--- src/rtl/freq_disp_pkg.sv ---
// Shared definitions for the frequency display path: formatter FSM states,
// one-hot range codes (LEDR[2:0] mapping) and the display range thresholds.
package freq_disp_pkg;

  typedef enum logic [1:0] {
    ST_IDLE,
    ST_SHIFT,
    ST_SELECT,
    ST_DONE
  } state_t;

  localparam logic [2:0] RANGE_MHZ = 3'b001;
  localparam logic [2:0] RANGE_KHZ = 3'b010;
  localparam logic [2:0] RANGE_HZ  = 3'b100;

  localparam int THRESH_KHZ = 1000;
  localparam int THRESH_MHZ = 1_000_000;

  // BCD digit index equal to log10 of each threshold.
  localparam int KHZ_DIGIT = 3;
  localparam int MHZ_DIGIT = 6;

endpackage

--- src/rtl/bcd_add3.sv ---
// Double-dabble correction cell: a BCD digit of 5 or more gets +3 before the shift.
module bcd_add3 (
  input  logic [3:0] din,
  output logic [3:0] dout
);

  assign dout = (din >= 4'd5) ? din + 4'd3 : din;

endmodule

--- src/rtl/freq_bcd_formatter.sv ---
// Sequential binary-to-BCD converter (one bit per clock) followed by an
// MHz/kHz/Hz range pick that chooses which three digits go to the display.
module freq_bcd_formatter
  import freq_disp_pkg::*;
#(
  parameter int BIN_W  = 27,
  parameter int DIGITS = 9
) (
  input  logic                  MAX10_CLK1_50,
  input  logic                  reset,
  input  logic                  start,
  input  logic [BIN_W-1:0]      bin_in,
  output logic                  busy,
  output logic                  done,
  output logic [4*DIGITS-1:0]   bcd_all,
  output logic [3:0]            disp_hi,
  output logic [3:0]            disp_mid,
  output logic [3:0]            disp_lo,
  output logic [2:0]            range_oh
);

  localparam int BCD_W = 4 * DIGITS;
  localparam int CNT_W = $clog2(BIN_W + 1);

  state_t             state;
  logic [BIN_W-1:0]   bin_sr;
  logic [BCD_W-1:0]   bcd_acc;
  logic [BCD_W-1:0]   bcd_adj;
  logic [CNT_W-1:0]   shift_cnt;

  logic               hi_nz;
  logic               mid_nz;
  logic [2:0]         sel_range;
  logic [3:0]         sel_hi;
  logic [3:0]         sel_mid;
  logic [3:0]         sel_lo;

  for (genvar g = 0; g < DIGITS; g++) begin : g_add3
    bcd_add3 u_add3 (
      .din  (bcd_acc[4*g +: 4]),
      .dout (bcd_adj[4*g +: 4])
    );
  end

  // Range decision looks only at which BCD digits are nonzero.
  assign hi_nz  = |bcd_acc[BCD_W-1 : 4*MHZ_DIGIT];
  assign mid_nz = |bcd_acc[4*MHZ_DIGIT-1 : 4*KHZ_DIGIT];

  always_comb begin
    sel_range = RANGE_HZ;
    sel_hi    = bcd_acc[11:8];
    sel_mid   = bcd_acc[7:4];
    sel_lo    = bcd_acc[3:0];
    if (hi_nz) begin
      sel_range = RANGE_MHZ;
      sel_hi    = bcd_acc[4*(MHZ_DIGIT+2) +: 4];
      sel_mid   = bcd_acc[4*(MHZ_DIGIT+1) +: 4];
      sel_lo    = bcd_acc[4*MHZ_DIGIT     +: 4];
    end else if (mid_nz) begin
      sel_range = RANGE_KHZ;
      sel_hi    = bcd_acc[4*(KHZ_DIGIT+2) +: 4];
      sel_mid   = bcd_acc[4*(KHZ_DIGIT+1) +: 4];
      sel_lo    = bcd_acc[4*KHZ_DIGIT     +: 4];
    end
  end

  always_ff @(posedge MAX10_CLK1_50) begin
    if (reset) begin
      state     <= ST_IDLE;
      bin_sr    <= '0;
      bcd_acc   <= '0;
      shift_cnt <= '0;
      busy      <= 1'b0;
      done      <= 1'b0;
      bcd_all   <= '0;
      disp_hi   <= '0;
      disp_mid  <= '0;
      disp_lo   <= '0;
      range_oh  <= 3'b000;
    end else begin
      case (state)
        ST_IDLE: begin
          done <= 1'b0;
          if (start) begin
            bin_sr    <= bin_in;
            bcd_acc   <= '0;
            shift_cnt <= '0;
            busy      <= 1'b1;
            state     <= ST_SHIFT;
          end
        end
        ST_SHIFT: begin
          {bcd_acc, bin_sr} <= {bcd_adj, bin_sr} << 1;
          shift_cnt         <= shift_cnt + 1'b1;
          if (shift_cnt == CNT_W'(BIN_W - 1)) begin
            state <= ST_SELECT;
          end
        end
        ST_SELECT: begin
          bcd_all  <= bcd_acc;
          disp_hi  <= sel_hi;
          disp_mid <= sel_mid;
          disp_lo  <= sel_lo;
          range_oh <= sel_range;
          busy     <= 1'b0;
          done     <= 1'b1;
          state    <= ST_DONE;
        end
        ST_DONE: begin
          // A start seen here is dropped; the source re-asserts it.
          done  <= 1'b0;
          state <= ST_IDLE;
        end
        default: begin
          state <= ST_IDLE;
        end
      endcase
    end
  end

endmodule

--- config.mk ---
export PLATFORM = sky130hd
export DESIGN_NAME = freq_bcd_formatter
export DESIGN_NICKNAME = d
export VERILOG_FILES = /design/src/rtl/freq_disp_pkg.sv /design/src/rtl/bcd_add3.sv /design/src/rtl/freq_bcd_formatter.sv
export SDC_FILE = /design/constraint.sdc
export NUM_CORES = 1
export LEC_CHECK = 0
export CORE_UTILIZATION = 54
export DETAILED_ROUTE_END_ITERATION = 6
export PLACE_DENSITY_LB_ADDON = 0.12
export SYNTH_ARGS = -nofsm -noshare
export SYNTH_HDL_FRONTEND = slang
export SYNTH_SLANG_ARGS = --single-unit
--- constraint.sdc ---
create_clock -name MAX10_CLK1_50 -period 2.2 [get_ports MAX10_CLK1_50]
set_clock_uncertainty 0.2 [all_clocks]
set_input_delay 0.44 -clock MAX10_CLK1_50 [delete_from_list [all_inputs] [get_ports MAX10_CLK1_50]]
set_output_delay 0.44 -clock MAX10_CLK1_50 [all_outputs]
set_load 0.01 [all_outputs]
# [Word-level counts from Yosys, hierarchy flattened]
# Cells that the tools add are included.
[op_classes] addsub=10 order_cmp=9 eq_ne=6 n_mux=29 reduce_logical=10
[op_table] op="$pmux 36 s2" count=1
[op_table] op="$mux 4" count=14
[op_table] op="$pmux 27 s2" count=1
[op_table] op="$ge 4x3->1 const B" count=9
[op_table] op="$mux 36" count=1
[op_table] op="$add 4x2->4 const B" count=8
[op_table] op="$mux 27" count=1
[op_table] op="$reduce_or 12->1" count=2
[op_table] op="$pmux 5 s2" count=1
[op_table] op="$mux 3" count=3
[op_table] op="$pmux 2 s4" count=1
[op_table] op="$reduce_and 2->1" count=3
[op_table] op="$reduce_bool 2->1" count=3
[op_table] op="$add 5x1->5 const B" count=1
[op_table] op="$eq 5x5->1 const B" count=1
[op_table] op="$mux 5" count=1
[op_table] op="$eq 2x2->1 const B" count=2
[op_table] op="$mux 2" count=2
[op_table] op="$ne 2x2->1 const B" count=2
[op_table] op="$pmux 1 s2" count=2
[op_table] op="$add 3x2->3 const B" count=1
[op_table] op="$eq 2x1->1 const B" count=1
[op_table] op="$logic_not 2->1" count=1
[op_table] op="$reduce_or 2->1" count=1
[op_table] op="$mux 1" count=1
[totals] ff_bits=123 inputBits=30 output_inout_bits=53 elab_cells=75

# [Depth between registers and ports, before layout]
[depth] word_depth=3 mapped_depth=8 ltp_nobuf=6

# [Cells and area by module]
# A second synthesis with hierarchy kept.
[unflattened] cells_unflattened=674 area_unflattened_um2=5921.9
[modules_own_cells] mod="freq_bcd_formatter" instances=1 cells_each=530 area_each_um2=5009.8 seq_area_each_um2=2462.4
[modules_own_cells] mod="bcd_add3" instances=9 cells_each=16 area_each_um2=101.3 seq_area_each_um2=0.0

# [Least setup slack after synthesis]
# OpenSTA, ideal clock, no wires.
[synth_timing] path_type="flip-flop to flip-flop" startpoint="register state[0]" endpoint="register bcd_acc[17]" setup_ns=0.060 arrival_time_ns=1.732 required_ns=1.940 setup_slack_ns=0.208 stages_incl_launch_ff=7 n_path_buf=1 period_less_slack_ns=1.992 path_cell_list="dfxtp_1 > inv_1 > ha_1 > mux2_2 > nor2_1 > buf_2 > a22o_1"
[synth_via] elab_chain_cells=3 word_cells_on_any_way=6 classes_between="eq/ne: 2; mux: 1; reduce/logical: 3"
[synth_rtl] element="start, declared" line="freq_bcd_formatter.sv:25" rtl="state_t state;"
[synth_rtl] element="start signal, assigned" line="freq_bcd_formatter.sv:69" rtl="state <= ST_IDLE;"
[synth_rtl] element="start signal, assigned" line="freq_bcd_formatter.sv:89" rtl="state <= ST_SHIFT;"
[synth_rtl] element="start signal, assigned" line="freq_bcd_formatter.sv:96" rtl="state <= ST_SELECT;"
[synth_rtl] element="$eq 2x1->1 / $logic_not 2->1 (equally long branches)" line="freq_bcd_formatter.sv:81" rtl="case (state)"
[synth_rtl] element="$reduce_bool 2->1 (no source line) / $ne 2x2->1 (equally long branches)"
[synth_rtl] element="$reduce_and 2->1 (no source line)"
[synth_rtl] element="end signal, assigned" line="freq_bcd_formatter.sv:93" rtl="{bcd_acc, bin_sr} <= {bcd_adj, bin_sr} << 1;"
[synth_rtl] element="end, declared" line="freq_bcd_formatter.sv:27" rtl="logic [BCD_W-1:0] bcd_acc;"
# Several ways; a longest one is shown, not always the timed one.
# A chain may end at the register's enable or synchronous reset.

# [Final worst setup path]
[layout_timing] startpoint="register bcd_acc[13]" endpoint="register disp_lo[0]"
[layout_via] elab_chain_cells=3
[layout_rtl] element="$reduce_or 12->1" line="freq_bcd_formatter.sv:47" rtl="assign mid_nz = |bcd_acc[4*MHZ_DIGIT-1 : 4*KHZ_DIGIT];"
[layout_rtl] element="$mux 4" line="freq_bcd_formatter.sv:59" rtl="end else if (mid_nz) begin"
[layout_rtl] element="$mux 4" line="freq_bcd_formatter.sv:54" rtl="if (hi_nz) begin"
[layout_rtl] element="end signal, assigned" line="freq_bcd_formatter.sv:103" rtl="disp_lo <= sel_lo;"
[layout_rtl] element="end, declared" line="freq_bcd_formatter.sv:18" rtl="output logic [3:0] disp_lo,"
# No other way between the ends.

==> reports/results.ini <==
[status]
status = finished clean

[power]
vdd_drop_max_uv = 621
cellLeakagePower_nw = 2.94
power_frac_seq_pct = 36.1
p_int_mw = 5.32
total_power_mw = 7.67
powerDensity_nw_per_um2 = 1040
pwr-share-comb_pct = 27.0
clkPwrFrac_pct = 36.9
switching_share_pct = 30.7
switchingPower_mw = 2.36

[logic_synthesis]
synth_edf_count = 0
synthesis.nets = 689
netlist_instances = 631
async_flop_share_pct = 0
synth-seq-cells = 123
yosysWarnings = 0
synth_seq_area_share_pct = 43.8
synth_area_um2 = 5630
syn_avg_cell_area_um2 = 8.92
synth_ff_type = dfxtp_1
ys_types = 45

[finish]
multiInputGateArea_um2 = 2900
num_antenna_cells = 0
layout-drive-gt1-share_pct = 10.7
nFillCells = 722
syn_to_final_growth_pct = 31.0
nNetsFinal = 786
instances_no_fill = 872
register_area_um2 = 2460

[cts]
cts_setup_buffers = 0
cts_hold_buf = 0
cts_buffer_depth = 2
cts-resized-gates = 0
worstSkewPairLatency_ns = 0.53
clkTransAtPathRegs_ns = 0.06
cts_tree = yes
cts.sink_count = 123
htree_levels = 4
numCtsBuffers = 17
clockRootBuffer = clkbuf_8

[global_route]
grtUsageTotal_pct = 26.5
grt_max_degree = 55
grt_pass1_vias = 4710
grt_pass1_wl_mm = 22.9
grt-ovfl-total = 0
antenna_found_initial = 0

[timing]
finalHoldViolCount = 0
fin_crit_ns = 2.14
slew_viol_final = 0
setup_viol = 0
fin_hold_ws_ns = 0.202
setup_ws_ns = 0.0619
grt_setup_unrepaired = false
fin_crit_sh_pct = 97.2
relSlewSlack_pct = 69.2
fmax_mhz = 468
tightest_slew_ns = 0.463

[setup_path]
timing.rr.end = disp_lo[0]$_SDFFE_PP0P_
cp-start-kind = register
regToRegStartpoint = bcd_acc[13]$_SDFFE_PP0P_
ff2ff_setup_slack_ns = 0.06
crit_fanout = 7
r2r_cells = 7
required_ns = 2.40
worstSetupPathType = register to register
critPathArrivalTime_ns = 2.33
end_kind = register

[detailed_routing]
wl_per_cell_um = 16.1
route.detailed.drc = 0
num_vias = 5016
highest_layer = met4
drt_first_pass_iters = 5
ant_nets = 0
dr_wl_met2_mm = 6.69
drtIter0Drc = 237
via_per_inst = 5.75
routed-wl-met3_um = 794
m1WireLength_mm = 6.18
drt_wl_total_mm = 14.0

[flow_run]
cap_violations = 0

[floorplan]
rows = 36
fp.dieH_um = 104
core-area_um2 = 9950
initial_utilization_pct = 56.5
io_pins = 83
die_area_um2 = 10800
die_w_um = 104

[placement]
place_ws_ns = -0.0174
io_buffers = 82
placed_cells = 842
hpwlAfterDp_mm = 9.69
gp_congestion = 0.890

[min_path]
min_from = reset
whs_endpoint = disp_mid[1]$_SDFFE_PP0P_
hp-class = input port to register
min_path_cells = 4

## cell type report
| class | count | share of cell area [%] |
|---|---|---|
| Multi-Input combinational cell | 436 | 39.4 |
| Sequential cell | 123 | 33.4 |
| Timing Repair Buffer | 122 | 15.5 |
| Clock buffer | 21 | 6.09 |
| Tap cell | 133 | 2.26 |
| Clock inverter | 9 | 1.97 |
| Inverter | 28 | 1.43 |
## sequential cells by signal, summed over array words and instances (netlist names)
| signal | count |
|---|---|
| state | 2 |
| shift_cnt | 5 |
| busy | 1 |
| disp_hi | 4 |
| bcd_acc | 36 |
| bcd_all | 36 |
| done | 1 |
| disp_lo | 4 |
| disp_mid | 4 |
| bin_sr | 27 |
| range_oh | 3 |
## layer usage
| metal | GRT usage, % | vias up |
|---|---|---|
| met3 | 7.08 | 29 |
| met4 | 12.1 | 0 |
| met1 | 32.3 | 2384 |
| met5 | 0 | - |
| li1 | - | 2417 |
| met2 | 43.8 | 186 |
## metrics by stage
stage / TNS (ns) / area [um^2] / util (%)
2_1_floorplan: 0 / 5630 / -
3_3_place_gp: 0 / 6770 / 68.0
3_5_place_dp: -0.0174 / 6770 / 68.0
4_1_cts: 0 / 7360 / 73.9
5_1_grt: 0 / 7370 / 74.1
6_report: 0 / 7370 / 74.1
## cell usage in the layout (no fill, tap or decap), types with 16 or more instances in the layout
master	n
o21ai_0	26
clkbuf_16	16
a22o_1	18
dfxtp_1	123
o22ai_1	27
nor2_1	86
clkdlybuf4s50_1	81
nand2_1	20
ha_1	27
a21oi_1	33
mux2i_1	56
inv_1	28
buf_4	38
nor3_1	32
## critical path, cell delays in order, from the launching register on
cell and delay, ns:
dfxtp_1 0.31, inv_1 0.10, ha_1 0.24, nand4b_1 0.23, nor3_4 0.31, buf_12 0.17, mux2i_1 0.31, a22oi_1 0.14
## cell usage after synthesis, types with 2 or more instances
| cell | n | area [um^2] |
|---|---|---|
| dfxtp_1 | 123 | 2460 |
| nor2_1 | 87 | 327 |
| mux2i_1 | 56 | 561 |
| a21oi_1 | 33 | 165 |
| clkbuf_1 | 32 | 120 |
| nor3_1 | 32 | 160 |
| ha_1 | 28 | 350 |
| inv_1 | 28 | 105 |
| o22ai_1 | 27 | 169 |
| o21ai_0 | 26 | 130 |
| nand2_1 | 20 | 75.1 |
| a22o_1 | 18 | 158 |
| nand2b_1 | 13 | 81.3 |
| and3_1 | 10 | 62.6 |
| nand3_1 | 9 | 45.0 |
| xnor2_1 | 9 | 78.8 |
| a22oi_1 | 7 | 52.6 |
| and2_1 | 7 | 43.8 |
| buf_1 | 7 | 26.3 |
| nor3b_1 | 6 | 45.0 |
| buf_2 | 5 | 25.0 |
| a21o_1 | 4 | 30.0 |
| nor2b_1 | 4 | 25.0 |
| a311oi_1 | 3 | 26.3 |
| nand4_1 | 3 | 18.8 |
| o211ai_1 | 3 | 22.5 |
| o31ai_1 | 3 | 22.5 |
| or3_1 | 3 | 18.8 |
| xor2_1 | 3 | 26.3 |
| a211oi_1 | 2 | 15.0 |
| a221oi_1 | 2 | 17.5 |
| a2bb2oi_1 | 2 | 17.5 |
| nand3b_1 | 2 | 15.0 |
| nand4b_1 | 2 | 17.5 |
| o21bai_1 | 2 | 15.0 |
## power by group through the flow
| stage | combinational (mW) | clock, mW | sequential (mW) |
|---|---|---|---|
| floorplan | 1.40 | 0 | 2.78 |
| global placement | 1.95 | 0 | 2.80 |
| detailed placement | 2.04 | 0 | 2.81 |
| CTS | 2.05 | 2.85 | 2.77 |
| global route | 2.24 | 2.97 | 2.80 |
| finish | 2.07 | 2.83 | 2.77 |
## worst max path at each step
stage	endpoint	from	slack, ns
after CTS	disp_lo[2]$_SDFFE_PP0P_	bcd_acc[29]$_SDFFE_PP0P_	0.06
after global placement	bcd_acc[20]$_SDFFE_PP0P_	start	0.03
after floorplan	bcd_acc[17]$_SDFFE_PP0P_	state[0]$_SDFFE_PP0P_	0.21
final	disp_lo[0]$_SDFFE_PP0P_	bcd_acc[13]$_SDFFE_PP0P_	0.06
after global routing	disp_lo[0]$_SDFFE_PP0P_	bcd_acc[13]$_SDFFE_PP0P_	0.007
after detailed placement	bin_sr[2]$_SDFFE_PP0P_	start	-0.02
## kinds of logic (layout without fill, tap and decap cells)
| family | after synthesis | count (layout) | synth area share, % |
|---|---|---|---|
| simple gates | 203 | 203 | 17.5 |
| xor+xnor | 12 | 12 | 1.87 |
| buf+inv | 72 | 180 | 4.91 |
| mux | 57 | 57 | 10.2 |
| flops | 123 | 123 | 43.8 |
| compound gates | 136 | 136 | 15.6 |
| fa+ha+maj | 28 | 28 | 6.23 |
(Power assumes the default switching activity.)
